$ cat src/rtl/rtc_multi_alarm_core_pkg.sv
// Shared types, field limits and range helper for the multi-alarm RTC core.
package rtc_pkg;

    localparam int HH_W = 5;
    localparam int MS_W = 6;

    localparam logic [HH_W-1:0] HH_MAX = 5'd23;
    localparam logic [MS_W-1:0] MM_MAX = 6'd59;
    localparam logic [MS_W-1:0] SS_MAX = 6'd59;

    typedef enum logic [1:0] {
        IDLE   = 2'd0,
        RING   = 2'd1,
        SNOOZE = 2'd2
    } rtc_state_e;

    // Seconds are only meaningful for time loads; alarm loads pass check_s = 0.
    function automatic logic time_in_range(input logic [HH_W-1:0] h,
                                           input logic [MS_W-1:0] m,
                                           input logic [MS_W-1:0] s,
                                           input logic            check_s);
        return (h <= HH_MAX) && (m <= MM_MAX) && (!check_s || (s <= SS_MAX));
    endfunction

endpackage

$ cat src/rtl/rtc_multi_alarm_core_if.sv
// Load bus for time and alarm registers, with the reject pulse returned to the loader.
interface rtc_multi_alarm_core_if #(parameter int N_ALARMS = 4);
    import rtc_pkg::*;

    localparam int IDX_W = (N_ALARMS > 1) ? $clog2(N_ALARMS) : 1;

    logic             set_valid;
    logic             set_sel;
    logic [IDX_W-1:0] set_idx;
    logic [HH_W-1:0]  set_hh;
    logic [MS_W-1:0]  set_mm;
    logic [MS_W-1:0]  set_ss;
    logic             set_err;

    modport master (output set_valid, set_sel, set_idx, set_hh, set_mm, set_ss,
                    input  set_err);
    modport slave  (input  set_valid, set_sel, set_idx, set_hh, set_mm, set_ss,
                    output set_err);
endinterface

$ cat src/rtl/rtc_multi_alarm_core_prescaler.sv
// Divides clk down to a one-second tick and a half-second blink phase.
module rtc_prescaler #(
    parameter int TICKS_PER_SEC = 50_000_000
) (
    input  logic clk,
    input  logic rst,
    input  logic run,
    input  logic clear,
    output logic sec_tick,
    output logic blink
);
    localparam int PW = (TICKS_PER_SEC > 2) ? $clog2(TICKS_PER_SEC) : 1;
    localparam logic [PW-1:0] LAST = PW'(TICKS_PER_SEC - 1);
    localparam logic [PW-1:0] HALF = PW'(TICKS_PER_SEC / 2);

    logic [PW-1:0] cnt_r;

    // Free-running divider, frozen when run is low and zeroed by a time load.
    always_ff @(posedge clk) begin
        if (rst) begin
            cnt_r <= {PW{1'b0}};
        end else if (clear) begin
            cnt_r <= {PW{1'b0}};
        end else if (run && (cnt_r == LAST)) begin
            cnt_r <= {PW{1'b0}};
        end else if (run) begin
            cnt_r <= cnt_r + PW'(1);
        end else begin
            cnt_r <= cnt_r;
        end
    end

    assign sec_tick = run && (cnt_r == LAST);
    assign blink    = run && (cnt_r >= HALF);

endmodule

$ cat src/rtl/rtc_multi_alarm_core.sv
// 24-hour time-of-day counter with N alarm channels and a ring/snooze/ack controller.
module rtc_multi_alarm_core
    import rtc_pkg::*;
#(
    parameter int TICKS_PER_SEC  = 50_000_000,
    parameter int N_ALARMS       = 4,
    parameter int SNOOZE_S       = 300,
    parameter int RING_TIMEOUT_S = 60
) (
    input  logic                       clk,
    input  logic                       rst,
    input  logic                       run,
    rtc_multi_alarm_core_if.slave      set_bus,
    input  logic [N_ALARMS-1:0]        alarm_en,
    input  logic                       ack,
    input  logic                       snooze,
    output logic [HH_W-1:0]            hh,
    output logic [MS_W-1:0]            mm,
    output logic [MS_W-1:0]            ss,
    output logic                       tick_1hz,
    output logic                       blink,
    output logic                       ringing,
    output logic [N_ALARMS-1:0]        ring_mask,
    output logic [HH_W*N_ALARMS-1:0]   alarm_hh,
    output logic [MS_W*N_ALARMS-1:0]   alarm_mm
);
    localparam int CNT_MAX = (SNOOZE_S > RING_TIMEOUT_S) ? SNOOZE_S : RING_TIMEOUT_S;
    localparam int CW      = $clog2(CNT_MAX + 1);
    localparam logic [CW-1:0] RING_LAST = CW'(RING_TIMEOUT_S - 1);
    localparam logic [CW-1:0] SNZ_LAST  = CW'(SNOOZE_S - 1);
    localparam logic [3:0]    IDX_LIM   = 4'(N_ALARMS);

    logic [HH_W-1:0] hh_r, hh_nx_s;
    logic [MS_W-1:0] mm_r, mm_nx_s, ss_r, ss_nx_s;
    logic            tick_1hz_r, set_err_r, ringing_r, ringing_nx_s;
    logic            sec_tick_s, load_ok_s, time_load_s, alarm_load_s, adv_s;
    logic [3:0]      idx_s;
    logic [N_ALARMS-1:0] match_s, mask_live_s, ring_mask_r, mask_nx_s;
    logic [CW-1:0]   cnt_r, cnt_nx_s;
    rtc_state_e      state_r, state_nx_s;

    rtc_prescaler #(.TICKS_PER_SEC(TICKS_PER_SEC)) u_prescaler (
        .clk      (clk),
        .rst      (rst),
        .run      (run),
        .clear    (time_load_s),
        .sec_tick (sec_tick_s),
        .blink    (blink)
    );

    assign idx_s = 4'(set_bus.set_idx);

    // Load validation: alarm loads skip seconds but must address an existing channel.
    always_comb begin
        load_ok_s = 1'b0;
        if (set_bus.set_valid && set_bus.set_sel) begin
            load_ok_s = time_in_range(set_bus.set_hh, set_bus.set_mm, set_bus.set_ss, 1'b0)
                        && (idx_s < IDX_LIM);
        end else if (set_bus.set_valid) begin
            load_ok_s = time_in_range(set_bus.set_hh, set_bus.set_mm, set_bus.set_ss, 1'b1);
        end else begin
            load_ok_s = 1'b0;
        end
    end

    assign time_load_s  = load_ok_s && !set_bus.set_sel;
    assign alarm_load_s = load_ok_s &&  set_bus.set_sel;
    // A time load overrides a coincident tick, so the second never advances then.
    assign adv_s        = sec_tick_s && !time_load_s;

    // Next time of day: load, carry-chain advance, or hold.
    always_comb begin
        hh_nx_s = hh_r;
        mm_nx_s = mm_r;
        ss_nx_s = ss_r;
        if (time_load_s) begin
            hh_nx_s = set_bus.set_hh;
            mm_nx_s = set_bus.set_mm;
            ss_nx_s = set_bus.set_ss;
        end else if (adv_s && (ss_r == SS_MAX)) begin
            ss_nx_s = 6'd0;
            if (mm_r == MM_MAX) begin
                mm_nx_s = 6'd0;
                hh_nx_s = (hh_r == HH_MAX) ? 5'd0 : (hh_r + 5'd1);
            end else begin
                mm_nx_s = mm_r + 6'd1;
            end
        end else if (adv_s) begin
            ss_nx_s = ss_r + 6'd1;
        end else begin
            ss_nx_s = ss_r;
        end
    end

    // Time registers plus the registered tick and reject pulses.
    always_ff @(posedge clk) begin
        if (rst) begin
            hh_r       <= 5'd0;
            mm_r       <= 6'd0;
            ss_r       <= 6'd0;
            tick_1hz_r <= 1'b0;
            set_err_r  <= 1'b0;
        end else begin
            hh_r       <= hh_nx_s;
            mm_r       <= mm_nx_s;
            ss_r       <= ss_nx_s;
            tick_1hz_r <= adv_s;
            set_err_r  <= set_bus.set_valid && !load_ok_s;
        end
    end

    for (genvar i = 0; i < N_ALARMS; i++) begin : g_alarm
        logic [HH_W-1:0] a_hh_r;
        logic [MS_W-1:0] a_mm_r;

        // Per-channel alarm time, written only by an accepted load addressed to it.
        always_ff @(posedge clk) begin
            if (rst) begin
                a_hh_r <= 5'd0;
                a_mm_r <= 6'd0;
            end else if (alarm_load_s && (idx_s == 4'(i))) begin
                a_hh_r <= set_bus.set_hh;
                a_mm_r <= set_bus.set_mm;
            end else begin
                a_hh_r <= a_hh_r;
                a_mm_r <= a_mm_r;
            end
        end

        assign match_s[i] = adv_s && alarm_en[i] && (ss_nx_s == 6'd0)
                            && (hh_nx_s == a_hh_r) && (mm_nx_s == a_mm_r);
        assign alarm_hh[i*HH_W +: HH_W] = a_hh_r;
        assign alarm_mm[i*MS_W +: MS_W] = a_mm_r;
    end

    assign mask_live_s = ring_mask_r & alarm_en;

    // Controller state register.
    always_ff @(posedge clk) begin
        if (rst) begin
            state_r     <= IDLE;
            ring_mask_r <= {N_ALARMS{1'b0}};
            cnt_r       <= {CW{1'b0}};
            ringing_r   <= 1'b0;
        end else begin
            state_r     <= state_nx_s;
            ring_mask_r <= mask_nx_s;
            cnt_r       <= cnt_nx_s;
            ringing_r   <= ringing_nx_s;
        end
    end

    // Controller next state; everything freezes while the clock is in edit mode.
    always_comb begin
        state_nx_s = state_r;
        mask_nx_s  = ring_mask_r;
        cnt_nx_s   = cnt_r;
        if (!run) begin
            state_nx_s = state_r;
        end else begin
            case (state_r)
                IDLE: begin
                    if (|match_s) begin
                        state_nx_s = RING;
                        mask_nx_s  = match_s;
                        cnt_nx_s   = {CW{1'b0}};
                    end else begin
                        mask_nx_s  = {N_ALARMS{1'b0}};
                    end
                end
                RING: begin
                    mask_nx_s = mask_live_s | match_s;
                    if (ack) begin
                        state_nx_s = IDLE;
                        mask_nx_s  = {N_ALARMS{1'b0}};
                        cnt_nx_s   = {CW{1'b0}};
                    end else if (snooze || (|match_s)) begin
                        state_nx_s = snooze ? SNOOZE : RING;
                        cnt_nx_s   = {CW{1'b0}};
                    end else if ((mask_live_s == {N_ALARMS{1'b0}}) || (adv_s && (cnt_r == RING_LAST))) begin
                        state_nx_s = IDLE;
                        mask_nx_s  = {N_ALARMS{1'b0}};
                        cnt_nx_s   = {CW{1'b0}};
                    end else if (adv_s) begin
                        cnt_nx_s   = cnt_r + CW'(1);
                    end else begin
                        cnt_nx_s   = cnt_r;
                    end
                end
                SNOOZE: begin
                    mask_nx_s = mask_live_s | match_s;
                    if (ack || (mask_live_s == {N_ALARMS{1'b0}} && !(|match_s))) begin
                        state_nx_s = IDLE;
                        mask_nx_s  = {N_ALARMS{1'b0}};
                        cnt_nx_s   = {CW{1'b0}};
                    end else if ((|match_s) || (adv_s && (cnt_r == SNZ_LAST))) begin
                        state_nx_s = RING;
                        cnt_nx_s   = {CW{1'b0}};
                    end else if (adv_s) begin
                        cnt_nx_s   = cnt_r + CW'(1);
                    end else begin
                        cnt_nx_s   = cnt_r;
                    end
                end
                default: begin
                    state_nx_s = IDLE;
                    mask_nx_s  = {N_ALARMS{1'b0}};
                    cnt_nx_s   = {CW{1'b0}};
                end
            endcase
        end
    end

    // Controller outputs, decoded from the next state so the buzzer enable is a flop.
    always_comb begin
        ringing_nx_s = (state_nx_s == RING);
    end

    assign hh              = hh_r;
    assign mm              = mm_r;
    assign ss              = ss_r;
    assign tick_1hz        = tick_1hz_r;
    assign ringing         = ringing_r;
    assign ring_mask       = ring_mask_r;
    assign set_bus.set_err = set_err_r;

endmodule

$ cat src/flat_wrapper.sv
// flat-port wrapper written by rule: the top's interface ports become plain ports
module rtc_multi_alarm_core_flat import rtc_pkg::*;
#(
    parameter int TICKS_PER_SEC  = 50_000_000,
    parameter int N_ALARMS       = 4,
    parameter int SNOOZE_S       = 300,
    parameter int RING_TIMEOUT_S = 60
)
  (clk, rst, run, alarm_en, ack, snooze, hh, mm, ss, tick_1hz, blink, ringing, ring_mask, alarm_hh, alarm_mm, set_bus_set_valid, set_bus_set_sel, set_bus_set_idx, set_bus_set_hh, set_bus_set_mm, set_bus_set_ss, set_bus_set_err);
  rtc_multi_alarm_core_if #(.N_ALARMS(N_ALARMS)) set_bus_i ();
  input  logic clk;
  input  logic rst;
  input  logic run;
  input  logic [N_ALARMS-1:0] alarm_en;
  input  logic ack;
  input  logic snooze;
  output logic [HH_W-1:0] hh;
  output logic [MS_W-1:0] mm;
  output logic [MS_W-1:0] ss;
  output logic tick_1hz;
  output logic blink;
  output logic ringing;
  output logic [N_ALARMS-1:0] ring_mask;
  output logic [HH_W*N_ALARMS-1:0] alarm_hh;
  output logic [MS_W*N_ALARMS-1:0] alarm_mm;
  input wire logic [$bits(set_bus_i.set_valid)-1:0] set_bus_set_valid;
  input wire logic [$bits(set_bus_i.set_sel)-1:0] set_bus_set_sel;
  input wire logic [$bits(set_bus_i.set_idx)-1:0] set_bus_set_idx;
  input wire logic [$bits(set_bus_i.set_hh)-1:0] set_bus_set_hh;
  input wire logic [$bits(set_bus_i.set_mm)-1:0] set_bus_set_mm;
  input wire logic [$bits(set_bus_i.set_ss)-1:0] set_bus_set_ss;
  output wire logic [$bits(set_bus_i.set_err)-1:0] set_bus_set_err;
  assign set_bus_i.set_valid = set_bus_set_valid;
  assign set_bus_i.set_sel = set_bus_set_sel;
  assign set_bus_i.set_idx = set_bus_set_idx;
  assign set_bus_i.set_hh = set_bus_set_hh;
  assign set_bus_i.set_mm = set_bus_set_mm;
  assign set_bus_i.set_ss = set_bus_set_ss;
  assign set_bus_set_err = set_bus_i.set_err;
  rtc_multi_alarm_core #(.TICKS_PER_SEC(TICKS_PER_SEC), .N_ALARMS(N_ALARMS), .SNOOZE_S(SNOOZE_S), .RING_TIMEOUT_S(RING_TIMEOUT_S)) u_core (.clk(clk), .rst(rst), .run(run), .set_bus(set_bus_i), .alarm_en(alarm_en), .ack(ack), .snooze(snooze), .hh(hh), .mm(mm), .ss(ss), .tick_1hz(tick_1hz), .blink(blink), .ringing(ringing), .ring_mask(ring_mask), .alarm_hh(alarm_hh), .alarm_mm(alarm_mm));
endmodule
$ cat config.mk
export PLATFORM = sky130hd
export DESIGN_NAME = rtc_multi_alarm_core_flat
export DESIGN_NICKNAME = d
export VERILOG_FILES = /design/src/rtl/rtc_multi_alarm_core_pkg.sv /design/src/rtl/rtc_multi_alarm_core_if.sv /design/src/rtl/rtc_multi_alarm_core_prescaler.sv /design/src/rtl/rtc_multi_alarm_core.sv /design/src/flat_wrapper.sv
export SDC_FILE = /design/constraint.sdc
export NUM_CORES = 1
export LEC_CHECK = 0
export ABC_AREA = 1
export CAP_MARGIN = 20
export CORE_MARGIN = 2
export CORE_UTILIZATION = 45
export CTS_BUF_LIST = sky130_fd_sc_hd__clkbuf_4 sky130_fd_sc_hd__clkbuf_8
export DETAILED_ROUTE_END_ITERATION = 8
export PLACE_DENSITY = 0.68
export RECOVER_POWER = 100
export SYNTH_ARGS = -nofsm -noshare
export SYNTH_HDL_FRONTEND = slang
export SYNTH_SLANG_ARGS = --single-unit
$ cat constraint.sdc
create_clock -name clk -period 3.6 [get_ports clk]
set_input_delay 1.08 -clock clk [delete_from_list [all_inputs] [get_ports clk]]
set_output_delay 1.08 -clock clk [all_outputs]
set_load 0.05 [all_outputs]
Word-level counts from Yosys, hierarchy flattened

Index checks and enable logic that the tools add are counted.

Reduce and logical (&&, ||, !) cells: 49
Equality and inequality tests: 21
Bitwise gates (word level): 2
Add/sub/neg operators: 5
Multiplexer cells: 35
$lt $le $gt $ge: 5

Operators by type and width:

| cell                                                  | count |
|---|---|
| 2-to-1 mux 9 bit                                      | 7 |
| 2-to-1 mux 6 bit                                      | 6 |
| logical AND 1 bit                                     | 34 |
| case mux 9 bit (3 select lines)                       | 1 |
| adder 26 x 1 -> 26 bit, second input constant         | 1 |
| equality test 26 bit, second input constant           | 1 |
| >= comparator 26 x 25 -> 1 bit, second input constant | 1 |
| equality test 6 bit                                   | 4 |
| equality test 5 bit                                   | 4 |
| 2-to-1 mux 4 bit                                      | 5 |
| 2-to-1 mux 5 bit                                      | 4 |
| 2-to-1 mux 2 bit                                      | 8 |
| adder 6 x 1 -> 6 bit, second input constant           | 2 |
| equality test 6 bit, second input constant            | 2 |
| less-or-equal comparator 6 bit, second input constant | 2 |
| case mux 4 bit (3 select lines)                       | 1 |
| adder 9 x 1 -> 9 bit, second input constant           | 1 |
| equality test 9 x 6 -> 1 bit, second input constant   | 1 |
| equality test 9 bit, second input constant            | 1 |
| zero test 4 bit                                       | 2 |
| equality test 2 x 1 -> 1 bit, second input constant   | 3 |
| equality test 2 bit, second input constant            | 3 |
| zero test 6 bit                                       | 1 |
| case mux 2 bit (3 select lines)                       | 1 |
| other kinds (14)                                      | 21 |

Word-level logic and storage cells: 135
Output and inout port bits: 69
Register bits: 105
Input bits: 30

Depth between registers and ports, before layout

Depth in word-level cells: 23
Gate-level depth with buffers: 30
Depth with buffers taken out: 29

Cells and area by module

Synthesis repeated with hierarchy kept, for this count alone.

Cell total of the unflattened synthesis: 1089
Area total of the unflattened synthesis: 6872.8 µm²

Modules (own cells, without submodules):

| module               | area an instance (µm²) | instances | cells an instance |
|---|---|---|---|
| rtc_multi_alarm_core | 5215.0                 | 1         | 828 |
| rtc_prescaler        | 1657.8                 | 1         | 261 |

Least setup slack after synthesis

No wires, ideal clock.

Kind: input port to flip-flop
From: input set_bus_set_hh[3]
To: register u_core.cnt_r[4]
Required time: 3.533 ns
Arrival time: 3.289 ns
Cell stages on the path: 23
Buffers on the path: 1
Library setup time: 0.067 ns
Path slack: 0.244 ns
Cells stage by stage: nand2_1 > nand2_1 > nor2_2 > nand2_1 > nor2_4 > nor2_4 > buf_6 > nand4_1 > nand3_2 > nand2_4 > nand2_1 > inv_1 > nor2_1 > nand2_1 > nor2_1 > nand3_1 > nand2_2 > nor2_4 > nand2_1 > o21ai_4 > nand2_2 > or2_1 > a21oi_2

Cells in the longest elaborated chain, start to end: 21

Ends and longest elaborated chain:

| element                                                      | line                                                   | text |
|---|---|---|
| start, declared                                              | flat_wrapper.sv:29                                     | `input wire logic [$bits(set_bus_i.set_hh)-1:0] set_bus_set_hh;` |
| less-or-equal comparator 5 bit                               | rtc_multi_alarm_core_pkg.sv:22                         | `return (h <= HH_MAX) && (m <= MM_MAX) && (!check_s \|\| (s <= SS_MAX));` |
| logical AND 1 bit (2 in a row)                               | rtc_multi_alarm_core_pkg.sv:22                         |  |
| 2-to-1 mux 1 bit                                             | rtc_multi_alarm_core.sv:59                             | `end else if (set_bus.set_valid) begin` |
| 2-to-1 mux 1 bit                                             | rtc_multi_alarm_core.sv:56                             | `if (set_bus.set_valid && set_bus.set_sel) begin` |
| logical AND 1 bit                                            | rtc_multi_alarm_core.sv:66                             | `assign time_load_s = load_ok_s && !set_bus.set_sel;` |
| zero test 1 bit                                              | rtc_multi_alarm_core.sv:69                             | `assign adv_s = sec_tick_s && !time_load_s;` |
| logical AND 1 bit                                            | rtc_multi_alarm_core.sv:69                             |  |
| 2-to-1 mux 6 bit / logical AND 1 bit (equally long branches) | rtc_multi_alarm_core.sv:88, rtc_multi_alarm_core.sv:80 |  |
| [3 not listed]                                               | n/a                                                    |  |
| logical AND 1 bit                                            | rtc_multi_alarm_core.sv:130                            | `assign match_s[i] = adv_s && alarm_en[i] && (ss_nx_s == 6'd0)` |
| logical AND 1 bit (2 in a row)                               | rtc_multi_alarm_core.sv:131                            | `&& (hh_nx_s == a_hh_r) && (mm_nx_s == a_mm_r);` |
| OR reduction 4 bit                                           | n/a                                                    |  |
| zero test 1 bit                                              | rtc_multi_alarm_core.sv:192                            | `if (ack \|\| (mask_live_s == {N_ALARMS{1'b0}} && !(\|match_s))) begin` |
| logical AND 1 bit                                            | rtc_multi_alarm_core.sv:192                            |  |
| logical OR 1 bit                                             | rtc_multi_alarm_core.sv:192                            |  |
| 2-to-1 mux 9 bit                                             | rtc_multi_alarm_core.sv:192                            |  |
| case mux 9 bit (3 select lines)                              | rtc_multi_alarm_core.sv:161                            | `case (state_r)` |
| end signal, assigned                                         | rtc_multi_alarm_core.sv:143                            | `cnt_r <= {CW{1'b0}};` |
| end signal, assigned                                         | rtc_multi_alarm_core.sv:148                            | `cnt_r <= cnt_nx_s;` |
| end, declared                                                | rtc_multi_alarm_core.sv:39                             | `logic [CW-1:0] cnt_r, cnt_nx_s;` |

Parallel ways exist; a longest one is shown, timed or not.
A chain may end at the register's enable or synchronous reset.

Final worst setup path

From: input set_bus_set_ss[4]
To: register u_core.ring_mask_r[2], in the netlist u_core.ring_mask[2]

Cells in the longest elaborated chain, start to end: 20

Ends and longest elaborated chain:

| element                                                      | line                                                                                  | text |
|---|---|---|
| start, declared                                              | flat_wrapper.sv:31                                                                    | `input wire logic [$bits(set_bus_i.set_ss)-1:0] set_bus_set_ss;` |
| less-or-equal comparator 6 bit                               | n/a                                                                                   |  |
| logical AND 1 bit                                            | rtc_multi_alarm_core_pkg.sv:22                                                        |  |
| 2-to-1 mux 1 bit                                             | rtc_multi_alarm_core.sv:59                                                            |  |
| 2-to-1 mux 1 bit                                             | rtc_multi_alarm_core.sv:56                                                            |  |
| logical AND 1 bit                                            | rtc_multi_alarm_core.sv:66                                                            |  |
| zero test 1 bit                                              | rtc_multi_alarm_core.sv:69                                                            |  |
| logical AND 1 bit                                            | rtc_multi_alarm_core.sv:69                                                            |  |
| 2-to-1 mux 6 bit / logical AND 1 bit (equally long branches) | rtc_multi_alarm_core.sv:88, rtc_multi_alarm_core.sv:80                                |  |
| [3 not listed]                                               | n/a                                                                                   |  |
| logical AND 1 bit                                            | rtc_multi_alarm_core.sv:130                                                           |  |
| logical AND 1 bit (2 in a row)                               | rtc_multi_alarm_core.sv:131                                                           |  |
| OR reduction 4 bit                                           | rtc_multi_alarm_core.sv:163, rtc_multi_alarm_core.sv:177, rtc_multi_alarm_core.sv:192 |  |
| zero test 1 bit                                              | rtc_multi_alarm_core.sv:192                                                           |  |
| logical AND 1 bit                                            | rtc_multi_alarm_core.sv:192                                                           |  |
| logical OR 1 bit                                             | rtc_multi_alarm_core.sv:192                                                           |  |
| 2-to-1 mux 4 bit                                             | rtc_multi_alarm_core.sv:192                                                           |  |
| case mux 4 bit (3 select lines) *                            | rtc_multi_alarm_core.sv:161                                                           |  |
| end signal, assigned                                         | rtc_multi_alarm_core.sv:142                                                           | `ring_mask_r <= {N_ALARMS{1'b0}};` |
| end signal, assigned                                         | rtc_multi_alarm_core.sv:147                                                           | `ring_mask_r <= mask_nx_s;` |
| end, declared                                                | rtc_multi_alarm_core.sv:38                                                            | `logic [N_ALARMS-1:0] match_s, mask_live_s, ring_mask_r, mask_nx_s;` |

Mark *: on every way between the ends. The rest lies on a longest branch, timed or not.

==> qor.csv <==
metric,value,unit
status,"complete, no violations",
place_area,8900,um2
grt_overflow,0,
worst_skew_pair.late_latency,0.41,ns
hold_class,register to register,
arrival,3.83,ns
nets,1353,
yosysWarningCount,0,
final_cell_mix,"245 x nand2_1, 138 x buf_4, 123 x inv_1, 120 x nor2_1, 105 x dfxtp_1",
grt_pass1_wl,37700,um
synth_top_area_share,30.7,%
power_density,282,nW/um2
final_common_cell,nand2_1,
die_x,127,um
crit_type,primary input to register,
synth-edff-count,0,
cts_tree,yes,
gp_congestion,1.02,
clockBufferDepth,2,
cp_slowest_cell,nor2_2,
setup_tns,0,ns
postLayoutCellArea,9610,um2
drc,0,
rows,45,
yosysTopAreaCell,dfxtp_1,
drt_first_pass_iters,7,
setup_viol,0,
cts_buffers,9,
syn_to_final_growth,40.4,%
core-area,15000,um2
die-area,16200,um2
async_reset_ff_share,0,%
power.leakage,0.00414,uW
htreeDepth,3,
wire_per_inst,15.9,um
synth_cell_types,45,
diodes,0,
crit_chain,buf_6 > nand2_1 > nor2_2 > nand2_4 > nand2_4 > nor2_4 > buf_12 > nor2_4 > buf_6 > buf_4 > nand2_2 > nand3_2 > nand2_1 > nor2_4 > nand3_2 > buf_4 > nor2_1 > o2111ai_1 > nor2_2 > nand3_2 > a21oi_1 > o21ai_0 > a21oi_1,
clock-sinks,105,
ant_nets,0,
fin_crit,3.50,ns
io-pin-count,99,
power.total,2710,uW
initial_core_util,45.5,%
relSlewSlack,52.8,%
grtUsageTotal,29.7,%
ys_seq_elements,105,
syn_avg_cell_area,6.33,um2
cts_root_buf,clkbuf_8,
finalCritPeriodShare,97.1,%
rsz0062_at_grt,yes,
antenna_found_initial,0,
seq_area_frac_synth,30.7,%
required,3.93,ns
synth_area,6850,um2
hold_buffers,0,
worstMarginPinSlew,0.708,ns
synth_ff_type,dfxtp_1,
syn_inst,1081,
ir_worst_vdd,0.307,mV
critPathMaxFanout,6,
grt_pass1_vias,7453,
startpoint_type,primary input,
vias,7954,
initialDrtViolationCount,496,
dp_hpwl,18700,um
skew,0.0170,ns
clk_pin_slew,0.10,ns
synth_nets,1121,
slowest_delay,0.23,ns
synth_area_leaders,"dfxtp_1 31%, nand2_1 15%, nor2_1 7.0%, inv_1 7.0%, nand3_1 6.6%",
drive_gt1_share,22.7,%
routed_wl,24000,um
final_hold_viol_count,0,
crit_path_end_kind,register,
nFillCells,1443,
viasPerCell,5.28,
die_h,127,um
fmax,286,MHz
port_buffers,98,
drv_slew,0,
drv_cap,0,
grt_max_degree,45,
[synthesized netlist by cell type, types with 4 or more instances]
cell type,n
a21oi_1,78
a31oi_1,4
buf_2,4
buf_6,4
clkbuf_1,15
dfxtp_1,105
ha_1,10
inv_1,127
inv_2,4
nand2_1,270
nand2_2,15
nand3_1,90
nand3_2,12
nand3b_1,11
nand4_1,37
nor2_1,128
nor2_2,8
nor2_4,6
nor3_1,30
nor4_1,5
o21a_1,4
o21ai_0,54
or2_2,7
xnor2_1,11
xor2_1,11
[metal layers]
layer / wire length [um] / GRT usage, % / vias to the layer above
met5: 0 / 0 / -
met4: 1110 / 14.2 / 0
met3: 1060 / 4.36 / 73
met2: 11400 / 50.1 / 258
met1: 10500 / 37.2 / 3617
li1: - / - / 4006
[sequential cells by signal (all words and copies together), names as in the netlist]
name / cells
u_core.cnt_r: 9
u_core.g_alarm.a_hh_r: 20
u_core.g_alarm.a_mm_r: 24
u_core.hh: 5
u_core.mm: 6
u_core.ring_mask: 4
u_core.ringing: 1
u_core.set_bus.set_err: 1
u_core.ss: 6
u_core.state_r: 2
u_core.tick_1hz: 1
u_core.u_prescaler.cnt_r: 26
[where the power goes]
| group | switching (uW) | total, uW | internal (uW) |
|---|---|---|---|
| registers | 33.0 | 1220 | 1190 |
| logic | 418 | 704 | 285 |
| clock network | 452 | 784 | 333 |
| total | 903 | 2710 | 1810 |
[worst max-delay path, delay by kind of cell]
family,cells,cell delay [ns]
simple gates,14,1.57
buf+inv,5,0.62
compound gates,4,0.55
[per-stage QoR]
step / hold slack [ns] / instances / util [%] / setup slack [ns]
floorplan: 0.458 / 1081 / - / 0.244
global placement: 0.474 / 1471 / 59.2 / -0.886
detailed placement: 0.480 / 1471 / 59.2 / -0.875
CTS: 0.495 / 1498 / 62.3 / -0.0130
global route: 0.514 / 1506 / 63.9 / -0.0681
finish: 0.495 / 1506 / 63.9 / 0.104
[logic make-up (layout without fill, tap and decap cells)]
kind of cell             Yosys count  after routing  share of synthesized area [%]
AO/OA/AOI/OAI                    154            154                           12.4
buffers and inverters            158            395                           9.34
AND/OR/NAND/NOR                  632            632                           43.0
flip-flops                       105            105                           30.7
XOR/XNOR                          22             22                           2.81
adder cells (fa/ha/maj)           10             10                           1.83
[worst paths after layout]
check	from	end	slack, ns	depth (start not counted)
worst max register to register	u_core.u_prescaler.cnt_r[0]$_SDFFE_PP0P_	u_core.ring_mask[2]$_SDFFE_PP0P_	0.21	20
worst min register to register	u_core.u_prescaler.cnt_r[22]$_SDFFE_PP0P_	u_core.u_prescaler.cnt_r[22]$_SDFFE_PP0P_	0.49	2
worst max-delay path	set_bus_set_ss[4]	u_core.ring_mask[2]$_SDFFE_PP0P_	0.10	23
worst min-delay path	u_core.u_prescaler.cnt_r[22]$_SDFFE_PP0P_	u_core.u_prescaler.cnt_r[22]$_SDFFE_PP0P_	0.49	2
[final cells by class]
class	count	area, um2	share of cell area, %
Clock buffer	10	131	1.37
Clock inverter	6	65.1	0.677
Inverter	132	495	5.15
Multi-Input combinational cell	818	4460	46.4
Sequential cell	105	2100	21.9
Tap cell	188	235	2.45
Timing Repair Buffer	247	2120	22.1
[repair_timing]
item,4_1_cts,5_1_grt
hold endpoints to repair,0,0
resized for setup,55,86
setup endpoints to repair,17,16
pin swaps,18,47
setup buffers,11,8
cloned,0,0
No activity file was read; power rests on OpenSTA's default activity.
